File: src/rtl/bram_ctrl_pkg.sv
// Shared types for the single-port BRAM initiator.
//   state_t : controller FSM states (reset hold, fill sweep, normal operation)
//   is_busy : true while the controller owns the RAM (reset hold or fill sweep)
package bram_ctrl_pkg;

  typedef enum logic [1:0] {
    S_RESET = 2'd0,
    S_INIT  = 2'd1,
    S_RUN   = 2'd2
  } state_t;

  function automatic logic is_busy(input state_t s);
    return (s != S_RUN);
  endfunction

endpackage

File: src/rtl/bram_1p_ctrl.sv
// Initiator for a single-port, no-change-mode block RAM with a 1-cycle
// registered read. Word requests arrive on a valid/ready channel and are
// forwarded to the BRAM pins; read data returns on a valid/ready response
// channel with backpressure. After reset, and on clear_i, the whole memory
// is filled with INIT_VALUE before requests are accepted.
//
// Ports:
//   clk_i, rst_ni          clock, asynchronous active-low reset
//   clear_i                request a refill of the memory with INIT_VALUE
//   busy_o                 high during reset hold and fill sweep
//   req_valid_i/ready_o    request handshake
//   req_we_i/addr_i/wdata_i  request payload (1 = write)
//   rsp_valid_o/ready_i    response handshake
//   rsp_rdata_o            read data (straight from the BRAM output register)
//   bram_en_o/we_o/addr_o/wdata_o  BRAM control and data-in pins
//   bram_rdata_i           BRAM data-out (registered, 1-cycle latency)
module bram_1p_ctrl
  import bram_ctrl_pkg::*;
#(
  parameter int                     RAM_WIDTH     = 8,
  parameter int                     RAM_ADDR_BITS = 10,
  parameter bit                     INIT_ENABLE   = 1'b1,
  parameter logic [RAM_WIDTH-1:0]   INIT_VALUE    = '0
) (
  input  logic                     clk_i,
  input  logic                     rst_ni,
  input  logic                     clear_i,
  output logic                     busy_o,
  input  logic                     req_valid_i,
  output logic                     req_ready_o,
  input  logic                     req_we_i,
  input  logic [RAM_ADDR_BITS-1:0] req_addr_i,
  input  logic [RAM_WIDTH-1:0]     req_wdata_i,
  output logic                     rsp_valid_o,
  input  logic                     rsp_ready_i,
  output logic [RAM_WIDTH-1:0]     rsp_rdata_o,
  output logic                     bram_en_o,
  output logic                     bram_we_o,
  output logic [RAM_ADDR_BITS-1:0] bram_addr_o,
  output logic [RAM_WIDTH-1:0]     bram_wdata_o,
  input  logic [RAM_WIDTH-1:0]     bram_rdata_i
);

  state_t                     state_q, state_d;
  logic [RAM_ADDR_BITS-1:0]   cnt_q, cnt_d;
  logic                       rsp_valid_q, rsp_valid_d;
  logic                       clear_eff;
  logic                       fire;

  // Without a fill sweep there is nothing to restart, so clear_i is ignored.
  assign clear_eff = INIT_ENABLE && clear_i;
  assign fire      = (state_q == S_RUN) && req_valid_i && req_ready_o;

  // State register
  always_ff @(posedge clk_i or negedge rst_ni) begin
    if (!rst_ni) begin
      state_q     <= S_RESET;
      cnt_q       <= '0;
      rsp_valid_q <= 1'b0;
    end else begin
      state_q     <= state_d;
      cnt_q       <= cnt_d;
      rsp_valid_q <= rsp_valid_d;
    end
  end

  // Next-state logic
  always_comb begin
    state_d     = state_q;
    cnt_d       = cnt_q;
    rsp_valid_d = 1'b0;
    unique case (state_q)
      S_RESET: begin
        state_d = INIT_ENABLE ? S_INIT : S_RUN;
        cnt_d   = '0;
      end
      S_INIT: begin
        // A clear mid-sweep restarts from address 0 and takes priority
        // over finishing on the last address.
        if (clear_eff) begin
          cnt_d = '0;
        end else if (cnt_q == '1) begin
          cnt_d   = '0;
          state_d = S_RUN;
        end else begin
          cnt_d = cnt_q + 1'b1;
        end
      end
      S_RUN: begin
        if (clear_eff) begin
          // Pending response is dropped; the memory is about to be rewritten.
          state_d     = S_INIT;
          cnt_d       = '0;
          rsp_valid_d = 1'b0;
        end else if (fire && !req_we_i) begin
          rsp_valid_d = 1'b1;
        end else if (rsp_ready_i) begin
          rsp_valid_d = 1'b0;
        end else begin
          rsp_valid_d = rsp_valid_q;
        end
      end
      default: begin
        state_d = S_RESET;
        cnt_d   = '0;
      end
    endcase
  end

  // Output logic
  always_comb begin
    req_ready_o  = 1'b0;
    bram_en_o    = 1'b0;
    bram_we_o    = 1'b0;
    bram_addr_o  = '0;
    bram_wdata_o = '0;
    unique case (state_q)
      S_INIT: begin
        bram_en_o    = 1'b1;
        bram_we_o    = 1'b1;
        bram_addr_o  = cnt_q;
        bram_wdata_o = INIT_VALUE;
      end
      S_RUN: begin
        // No-change mode: a write leaves the BRAM output register alone, so
        // writes may pass a held response. A read needs a free (or freeing)
        // response slot because it would overwrite the BRAM output.
        req_ready_o  = !clear_eff && (req_we_i || !rsp_valid_q || rsp_ready_i);
        bram_en_o    = fire;
        bram_we_o    = fire && req_we_i;
        bram_addr_o  = req_addr_i;
        bram_wdata_o = req_wdata_i;
      end
      default: ;
    endcase
  end

  assign busy_o      = is_busy(state_q);
  assign rsp_valid_o = rsp_valid_q;
  assign rsp_rdata_o = bram_rdata_i;

endmodule

File: config.mk
export PLATFORM = sky130hd
export DESIGN_NAME = bram_1p_ctrl
export DESIGN_NICKNAME = d
export VERILOG_FILES = /design/src/rtl/bram_ctrl_pkg.sv /design/src/rtl/bram_1p_ctrl.sv
export SDC_FILE = /design/constraint.sdc
export NUM_CORES = 1
export LEC_CHECK = 0
export ABC_AREA = 1
export BUFFER_PORTS_ARGS = -buffer_cell sky130_fd_sc_hd__buf_2
export CAP_MARGIN = 20
export CORE_MARGIN = 1
export CORE_UTILIZATION = 44
export DETAILED_ROUTE_END_ITERATION = 7
export PLACE_DENSITY = 0.88
export SETUP_SLACK_MARGIN = 0.3
export SYNTH_ARGS = -nofsm -noshare
export SYNTH_HDL_FRONTEND = slang
export SYNTH_SLANG_ARGS = --single-unit
File: constraint.sdc
create_clock -name clk_i -period 1.63 [get_ports clk_i]
set_input_delay 0.2445 -clock clk_i [delete_from_list [all_inputs] [get_ports clk_i]]
set_output_delay 0.2445 -clock clk_i [all_outputs]
set_load 0.005 [all_outputs]
# --- Yosys cells after proc, flatten, opt, wreduce, memory -nomap -nowiden ---
# Index checks and enable logic that the tools add are counted.
word_totals:
  regBits: 13
  ramBits: 0
  rom_bits: 0
  input_bits: 32
  n_memories: 0
  latchBits: 0
classes:
  eq_ne: 8
  muxes: 17
  reduce_logical: 12
  n_mul: 0
  n_shift: 0
  add_sub_neg: 1
  bitwise: 0
  div: 0
  magnitude_cmp: 0
op_table:
  columns: ["cell", "count"]
  rows:
  - ["$pmux 10 s2", 2]
  - ["$mux 10", 3]
  - ["$add 10x1->10 const B", 1]
  - ["$eq 10x10->1 const B", 1]
  - ["$mux 8", 1]
  - ["$ne 2x2->1 const B", 4]
  - ["$mux 2", 3]
  - ["$pmux 2 s3", 1]
  - ["$logic_and 1x1->1", 5]
  - ["$mux 1", 5]
  - ["$ne 4x3->1 const B", 1]
  - ["$pmux 1 s2", 2]
  - ["$logic_not 1->1", 3]
  - ["$reduce_and 3->1", 1]
  - ["$eq 2x1->1 const B", 1]
  - ["$eq 2x2->1 const B", 1]
  - ["$logic_not 2->1", 1]
  - ["$logic_or 1x1->1", 2]

# --- Longest topological paths before layout ---
# Gate-level depths: netlist of run 1.
logic_depth:
  word_depth: 10
  ltp_mapped: 9

# --- Least setup slack after synthesis of run 1 ---
# No wires, ideal clock.
synth_path:
  kind: "flip-flop to output port"
  startpoint: "register state_q[0]"
  endpoint: "output bram_we_o"
  t_required_ns: 1.385
  setup_slack_ns: 0.074
  path_stages_with_launch: 9
  path_buffers: 0
  arrival_time_ns: 1.311
  cell_sequence: "dfrtp_1 inv_1 ha_1 inv_2 nor2_4 nand2_1 nor2_1 nand2_1 a21oi_1"
synth_via:
  elab_chain_cells: 5
  word_cells_on_any_way: 7
  cone_classes: "eq/ne (2); mux (2); reduce/logical (3)"
synth_lines:
  columns: ["element", "line_no", "text"]
  rows:
  - ["start: declaration", "bram_1p_ctrl.sv:44", "state_t state_q, state_d;"]
  - ["start signal: assignment", "bram_1p_ctrl.sv:61", "state_q <= state_d;"]
  - ["$eq 2x2->1", "bram_1p_ctrl.sv:52, bram_1p_ctrl.sv:117", null]
  - ["$mux 1 / $logic_and 1x1->1 (equally long branches)", "bram_1p_ctrl.sv:117, bram_1p_ctrl.sv:52", null]
  - ["$logic_and 1x1->1", "bram_1p_ctrl.sv:52", "assign fire = (state_q == S_RUN) && req_valid_i && req_ready_o;"]
  - ["$logic_and 1x1->1", "bram_1p_ctrl.sv:130", "bram_we_o = fire && req_we_i;"]
  - ["$pmux 1 s2 (*)", "bram_1p_ctrl.sv:117", "unique case (state_q)"]
  - ["end: declaration", "bram_1p_ctrl.sv:38", "output logic bram_we_o,"]
# Every way passes the cells marked *; elsewhere a longest branch is shown, timed or not.

# --- Worst setup path after layout of run 1 ---
# Ends and elaborated chain as after synthesis.

==> impl_metrics.py, run 1 <==
metrics = {
    "clock_network": {
        "clkSlewWorstSetupHoldPaths_ns": 0.08,
        "cts_tree": "done",
        "worstSkewPairLatency_ns": 0.29,
        "cts-root-buf": "clkbuf_4",
        "clock-sinks": 13,
        "htree_levels": 1,
        "cts_buffers": 3,
        "clock_path_buffers": 2,
    },
    "timing": {
        "tightestPinTransition_ns": 0.336,
        "final_hold_viol_count": 0,
        "fmax_mhz": 555,
        "fin_ws_ns": -0.171,
        "slew_headroom": 0.776,
        "fin_crit_sh": 1.11,
        "final_max_slew_viol_count": 0,
        "period_needed_ns": 1.80,
        "clock_skew_ns": 0.000629,
        "setup_viol_count_final": 20,
        "rsz0062_at_grt": "true",
    },
    "place": {
        "dp.final_hpwl_um": 2170,
        "io_buffers": 46,
        "place_congestion": 0.812,
        "place_inst": 249,
    },
    "route": {
        "dr.pass1.iters": 4,
        "ant_nets": 0,
        "wl_per_cell_um": 14.9,
        "first_iter_violations": 57,
        "vias": 1436,
        "routed_via_density": 5.34,
        "wirelength_um": 4010,
        "remaining_drc_errors": 0,
    },
    "power": {
        "powerDensity_nw_per_um2": 700,
        "p_leak_uw": 0.000900,
        "ir_drop_v": 0.000607,
    },
    "critical_path": {
        "cp_cell_sequence": "inv_2 -> ha_4 -> inv_4 -> nor2_4 -> nand2_2 -> nor2_2 -> nand2_1 -> a21oi_2 -> buf_2",
        "critPathArrivalTime_ns": 1.56,
        "critPathTopFamily": "flip-flops",
        "start_kind": "flop",
        "critPathBufInv": 3,
        "cpMaxStageDelayCell": "dfrtp_1",
        "required_ns": 1.39,
        "critPathMaxFanout": 3,
        "slowest_delay_ns": 0.40,
        "reg2reg_slack_ns": 0.08,
        "crit_type": "reg -> out",
        "end_kind": "output port",
    },
    "job": {
        "drv_cap": 0,
    },
    "floorplanning": {
        "rows": 18,
        "core_area_um2": 2480,
        "start_util": 0.466,
        "die_x_um": 53.2,
        "pin_count": 63,
        "die_y_um": 53.2,
        "die-area_um2": 2830,
    },
    "yosys": {
        "synth-edff-count": 0,
        "synth_top_cell_by_area": "dfrtp_1",
        "synth-seq-cells": 13,
        "synth_nets": 216,
        "synth_flop_cell": "dfrtp_1",
        "syn_area_um2": 1150,
        "synth_area_leaders": "dfrtp_1, nand2_1, inv_1, a21oi_1, ha_1",
        "ys_types": 25,
        "syn_avg_cell_area_um2": 6.45,
        "synth_most_common_cell": "nand2_1",
        "yosysSeqAreaShare": 0.282,
        "synth_common_cells": "nand2_1, inv_1, nor2_1, a21oi_1, dfrtp_1",
        "syn-instance-count": 179,
        "yosysWarnings": 0,
        "yosys.area.top_type_share": 0.282,
        "async_flop_share": 1.00,
    },
    "grt": {
        "globalRouteOverflowTotal": 0,
        "grt_util_all_layers": 0.233,
        "grt_max_degree": 22,
        "first_global_vias": 1127,
        "antenna_found_initial": 0,
        "grt_pass1_wl_um": 4770,
    },
    "status": {
        "failed_checks": "setup timing",
        "outcome": "finished with violations",
    },
    "finish": {
        "n_fill_cell": 165,
        "fin_cells": 269,
        "fin_util": 0.724,
        "diodes": 0,
        "final_nets": 277,
        "syn_to_final_growth_pct": 55.3,
        "drive_above_1_share": 0.510,
    },
    "min_path": {
        "hold_path_class": "in -> reg",
    },
}
[logic make-up (layout without fill, tap and decap cells)]
logic type                 count (synthesis)  count (layout)  synth area share
adders and majority gates                  5               5            0.0542
buffers and inverters                     41             100             0.168
and+or+nand+nor                           93              94             0.348
xor gates and xnor gates                   3               3            0.0228
AOI/OAI and AO/OA                         24              24             0.126
DFF                                       13              13             0.282
[cell usage in the layout, fill, tap and decap left out, types with 2 or more instances in the layout]
master and instances:
nand2_1 52, buf_2 44, inv_1 18, buf_4 15
a21oi_2 13, dfrtp_1 12, nor2_1 10, inv_2 7
buf_6 7, nand3_1 6, nand2_2 6, o21ai_1 5
nor2_2 4, nand2_4 4, nor2_4 3, xor2_1 3
nand4_1 3, ha_4 3, clkbuf_4 3, nand2_8 2
nand3_2 2, o21bai_1 2
[flip-flops by register name, summed over array words and instances, names as in the netlist]
signal       count
cnt_q           10
state_q          2
rsp_valid_o      1
[routing by layer]
layer	track usage	vias up	part of all wire
li1	-	668	-
met1	0.270	683	0.38
met2	0.427	70	0.53
met3	0.0374	15	0.067
met4	0.0702	0	0.025
met5	0	-	0
[area by class of cell]
type | instances | area, µm² | share of cell area
multi-input combinational | 126 | 832 | 0.464
clock buffer | 4 | 26.3 | 0.0147
timing repair buffer | 69 | 467 | 0.260
sequential | 13 | 327 | 0.182
tap | 30 | 37.5 | 0.0209
inverter | 27 | 104 | 0.0579
[final timing paths]
kind                                                 to  depth (start not counted)                     from
worst max-delay path                          bram_we_o                          9   state_q[0]$_DFFE_PN0P_
max in group asynchronous        state_q[1]$_DFFE_PN0P_                          2                   rst_ni
worst min-delay path            rsp_valid_o$_DFFE_PN0P_                          4              rsp_ready_i
min in group asynchronous          cnt_q[4]$_DFFE_PN0P_                          2                   rst_ni
worst max register to register     cnt_q[5]$_DFFE_PN0P_                          6     cnt_q[1]$_DFFE_PN0P_
worst min register to register  rsp_valid_o$_DFFE_PN0P_                          2  rsp_valid_o$_DFFE_PN0P_
[where the power goes]
| part | leakage (µW) | switching [µW] | internal (µW) |
|---|---|---|---|
| combinational | 0.000707 | 363 | 310 |
| clock | 0.0000150 | 117 | 95.3 |
| sequential | 0.000177 | 23.7 | 346 |
[repair_timing]
action,CTS,global route
gates cloned,0,3
setup endpoints to repair,34,35
hold endpoints to repair,13,0
hold buffers,1,0
pin swaps,4,12
gates resized for setup,25,33
setup buffers,5,7
[worst reg2reg max path, cell delays in order (launching register included)]
cell and delay [ns]:
dfrtp_1 0.43, ha_2 0.25, nand3_2 0.10, nor2_4 0.21, nand3_4 0.13, a21oi_4 0.24
nor2_1 0.08
[through the flow]
| stage | setup TNS [ns] | setup slack [ns] | area (µm²) | power (µW) | hold slack [ns] |
|---|---|---|---|---|---|
| 2_1_floorplan | 0 | 0.0815 | 1180 | 701 | -0.0511 |
| 3_3_place_gp | 0 | 0.125 | 1400 | 840 | 0.147 |
| 3_5_place_dp | 0 | 0.0830 | 1400 | 853 | 0.151 |
| 4_1_cts | -1.19 | -0.111 | 1570 | 1200 | 0.223 |
| 5_1_grt | -3.09 | -0.264 | 1790 | 1330 | 0.230 |
| 6_report | -1.88 | -0.171 | 1790 | 1250 | 0.223 |
Note: power is estimated with default switching activity, not from simulation.
==> run 2: changes to the inputs <==
SKIP_LAST_GASP = 1   (was default)
==> impl_metrics.py, run 2 (synthesized netlist as in run 1, its figures left out) <==
metrics = {
    "floorplanning": {
        "die_y_um": 53.2,
        "core_area_um2": 2480,
        "die_x_um": 53.2,
        "pin_count": 63,
        "rows": 18,
        "die-area_um2": 2830,
        "start_util": 0.466,
    },
    "grt": {
        "grt_pass1_wl_um": 4770,
        "grt_util_all_layers": 0.233,
        "antenna_found_initial": 0,
        "first_global_vias": 1127,
        "grt_max_degree": 22,
        "globalRouteOverflowTotal": 0,
    },
    "timing": {
        "tightestPinTransition_ns": 0.378,
        "final_max_slew_viol_count": 0,
        "fin_crit_sh": 1.12,
        "period_needed_ns": 1.82,
        "slew_headroom": 0.747,
        "final_hold_viol_count": 0,
        "rsz0062_at_grt": "true",
        "fin_ws_ns": -0.195,
        "clock_skew_ns": 0.00417,
        "fmax_mhz": 548,
        "setup_viol_count_final": 21,
    },
    "route": {
        "wl_per_cell_um": 15.8,
        "ant_nets": 0,
        "first_iter_violations": 79,
        "vias": 1498,
        "dr.pass1.iters": 4,
        "wirelength_um": 4250,
        "routed_via_density": 5.57,
        "remaining_drc_errors": 0,
    },
    "place": {
        "place_congestion": 0.812,
        "io_buffers": 46,
        "dp.final_hpwl_um": 2170,
        "place_ws_ns": 0.0830,
        "dpl-instance-area_um2": 1400,
    },
    "min_path": {
        "whs_endpoint": "rsp_valid_o$_DFFE_PN0P_",
        "worstHoldStart": "rsp_ready_i",
        "whs_path_depth": 4,
        "hold_path_class": "in -> reg",
    },
    "finish": {
        "layout_common_cells": "nand2_1, buf_2, inv_1",
        "drive_above_1_share": 0.490,
        "final_common_cell": "nand2_1",
        "final_nets": 277,
        "n_fill_cell": 172,
        "diodes": 0,
        "top_register": "cnt_q",
        "stdcell_area_um2": 1770,
        "syn_to_final_growth_pct": 52.9,
        "largest_register_ff_count": 10,
    },
    "power": {
        "powerDensity_nw_per_um2": 723,
        "ir_drop_v": 0.000621,
        "p_leak_uw": 0.000892,
    },
    "critical_path": {
        "critPathMaxFanout": 4,
        "cpMostUsedCell": "inv_2",
        "critPathBufInv": 5,
        "critPathTopFamily": "buffers and inverters",
        "end_kind": "output port",
        "reg2reg_depth": 8,
        "crit_type": "reg -> out",
        "slowest_delay_ns": 0.40,
        "startpoint": "state_q[0]$_DFFE_PN0P_",
        "r2r-end": "cnt_q[4]$_DFFE_PN0P_",
        "critPathArrivalTime_ns": 1.58,
        "start_kind": "flop",
        "cpMaxStageDelayCell": "dfrtp_1",
        "reg2reg_slack_ns": 0.04,
        "cp_cell_sequence": "inv_2 -> buf_4 -> ha_4 -> inv_2 -> buf_6 -> a21oi_1 -> buf_2",
        "r2r_start": "state_q[0]$_DFFE_PN0P_",
        "required_ns": 1.39,
    },
    "job": {
        "drv_cap": 0,
    },
    "clock_network": {
        "htree_levels": 1,
        "cts_tree": "done",
        "clock_path_buffers": 2,
        "clkSlewWorstSetupHoldPaths_ns": 0.08,
        "cts-root-buf": "clkbuf_4",
        "cts_buffers": 3,
        "worstSkewPairLatency_ns": 0.29,
        "clock-sinks": 13,
    },
    "status": {
        "failed_checks": "setup timing",
        "outcome": "finished with violations",
    },
}
==> run 2: what timing repair did <==
action / CTS / global route
buffers inserted: 5 / 7
endpoints found under the setup margin: 34 / 35
pin swaps: 4 / 12
hold buffers: 1 / 0
cloned: 0 / 3
endpoints found under the hold margin: 13 / 0
resized for setup: 25 / 25
==> run 2: layout make-up <==
| cell class | count | area [µm²] | area share |
|---|---|---|---|
| inverter | 27 | 104 | 0.0588 |
| timing repair buffer | 69 | 467 | 0.264 |
| clock buffer | 4 | 26.3 | 0.0149 |
| sequential | 13 | 327 | 0.185 |
| multi-input combinational | 126 | 805 | 0.456 |
| tap | 30 | 37.5 | 0.0213 |
==> run 2: metal layers <==
metal  global-route usage  part of all wire  vias to the layer above
met3               0.0374              0.10                       28
met2                0.427              0.50                      115
li1                     -                 -                      664
met5                    0                 0                        -
met4               0.0702             0.045                        0
met1                0.270              0.35                      691
==> run 2: stage by stage <==
stage          total power (µW)  setup TNS, ns  std cells   util  hold WS (ns)
6_report                   1280          -2.24        269  0.713         0.213
5_1_grt                    1350          -3.49        269  0.713         0.221
4_1_cts                    1200          -1.19        259  0.632         0.223
3_5_place_dp                853              0        249  0.564         0.151
3_3_place_gp                840              0        249  0.564         0.147
2_1_floorplan               701              0        179      -       -0.0511
==> run 2: worst max-delay path by stage <==
stage	to	cells after the start
2_1_floorplan	bram_we_o	8
3_3_place_gp	cnt_q[3]$_DFFE_PN0P_	7
3_5_place_dp	cnt_q[9]$_DFFE_PN0P_	9
4_1_cts	bram_we_o	9
5_1_grt	bram_addr_o[3]	6
6_report	bram_addr_o[0]	7
==> run 2: where the power goes <==
group | total [µW] | internal [µW] | switching [µW]
sequential | 375 | 345 | 30.0
clock | 216 | 95.2 | 121
combinational | 684 | 308 | 376
==> run 2: worst register-to-register path: stages, from the launching register on <==
cell and delay (ns):
dfrtp_1 0.42, inv_2 0.09, ha_4 0.16, buf_4 0.13, clkbuf_16 0.17, nand2_8 0.08, nand2_1 0.12, xor2_1 0.25
nor2_2 0.07
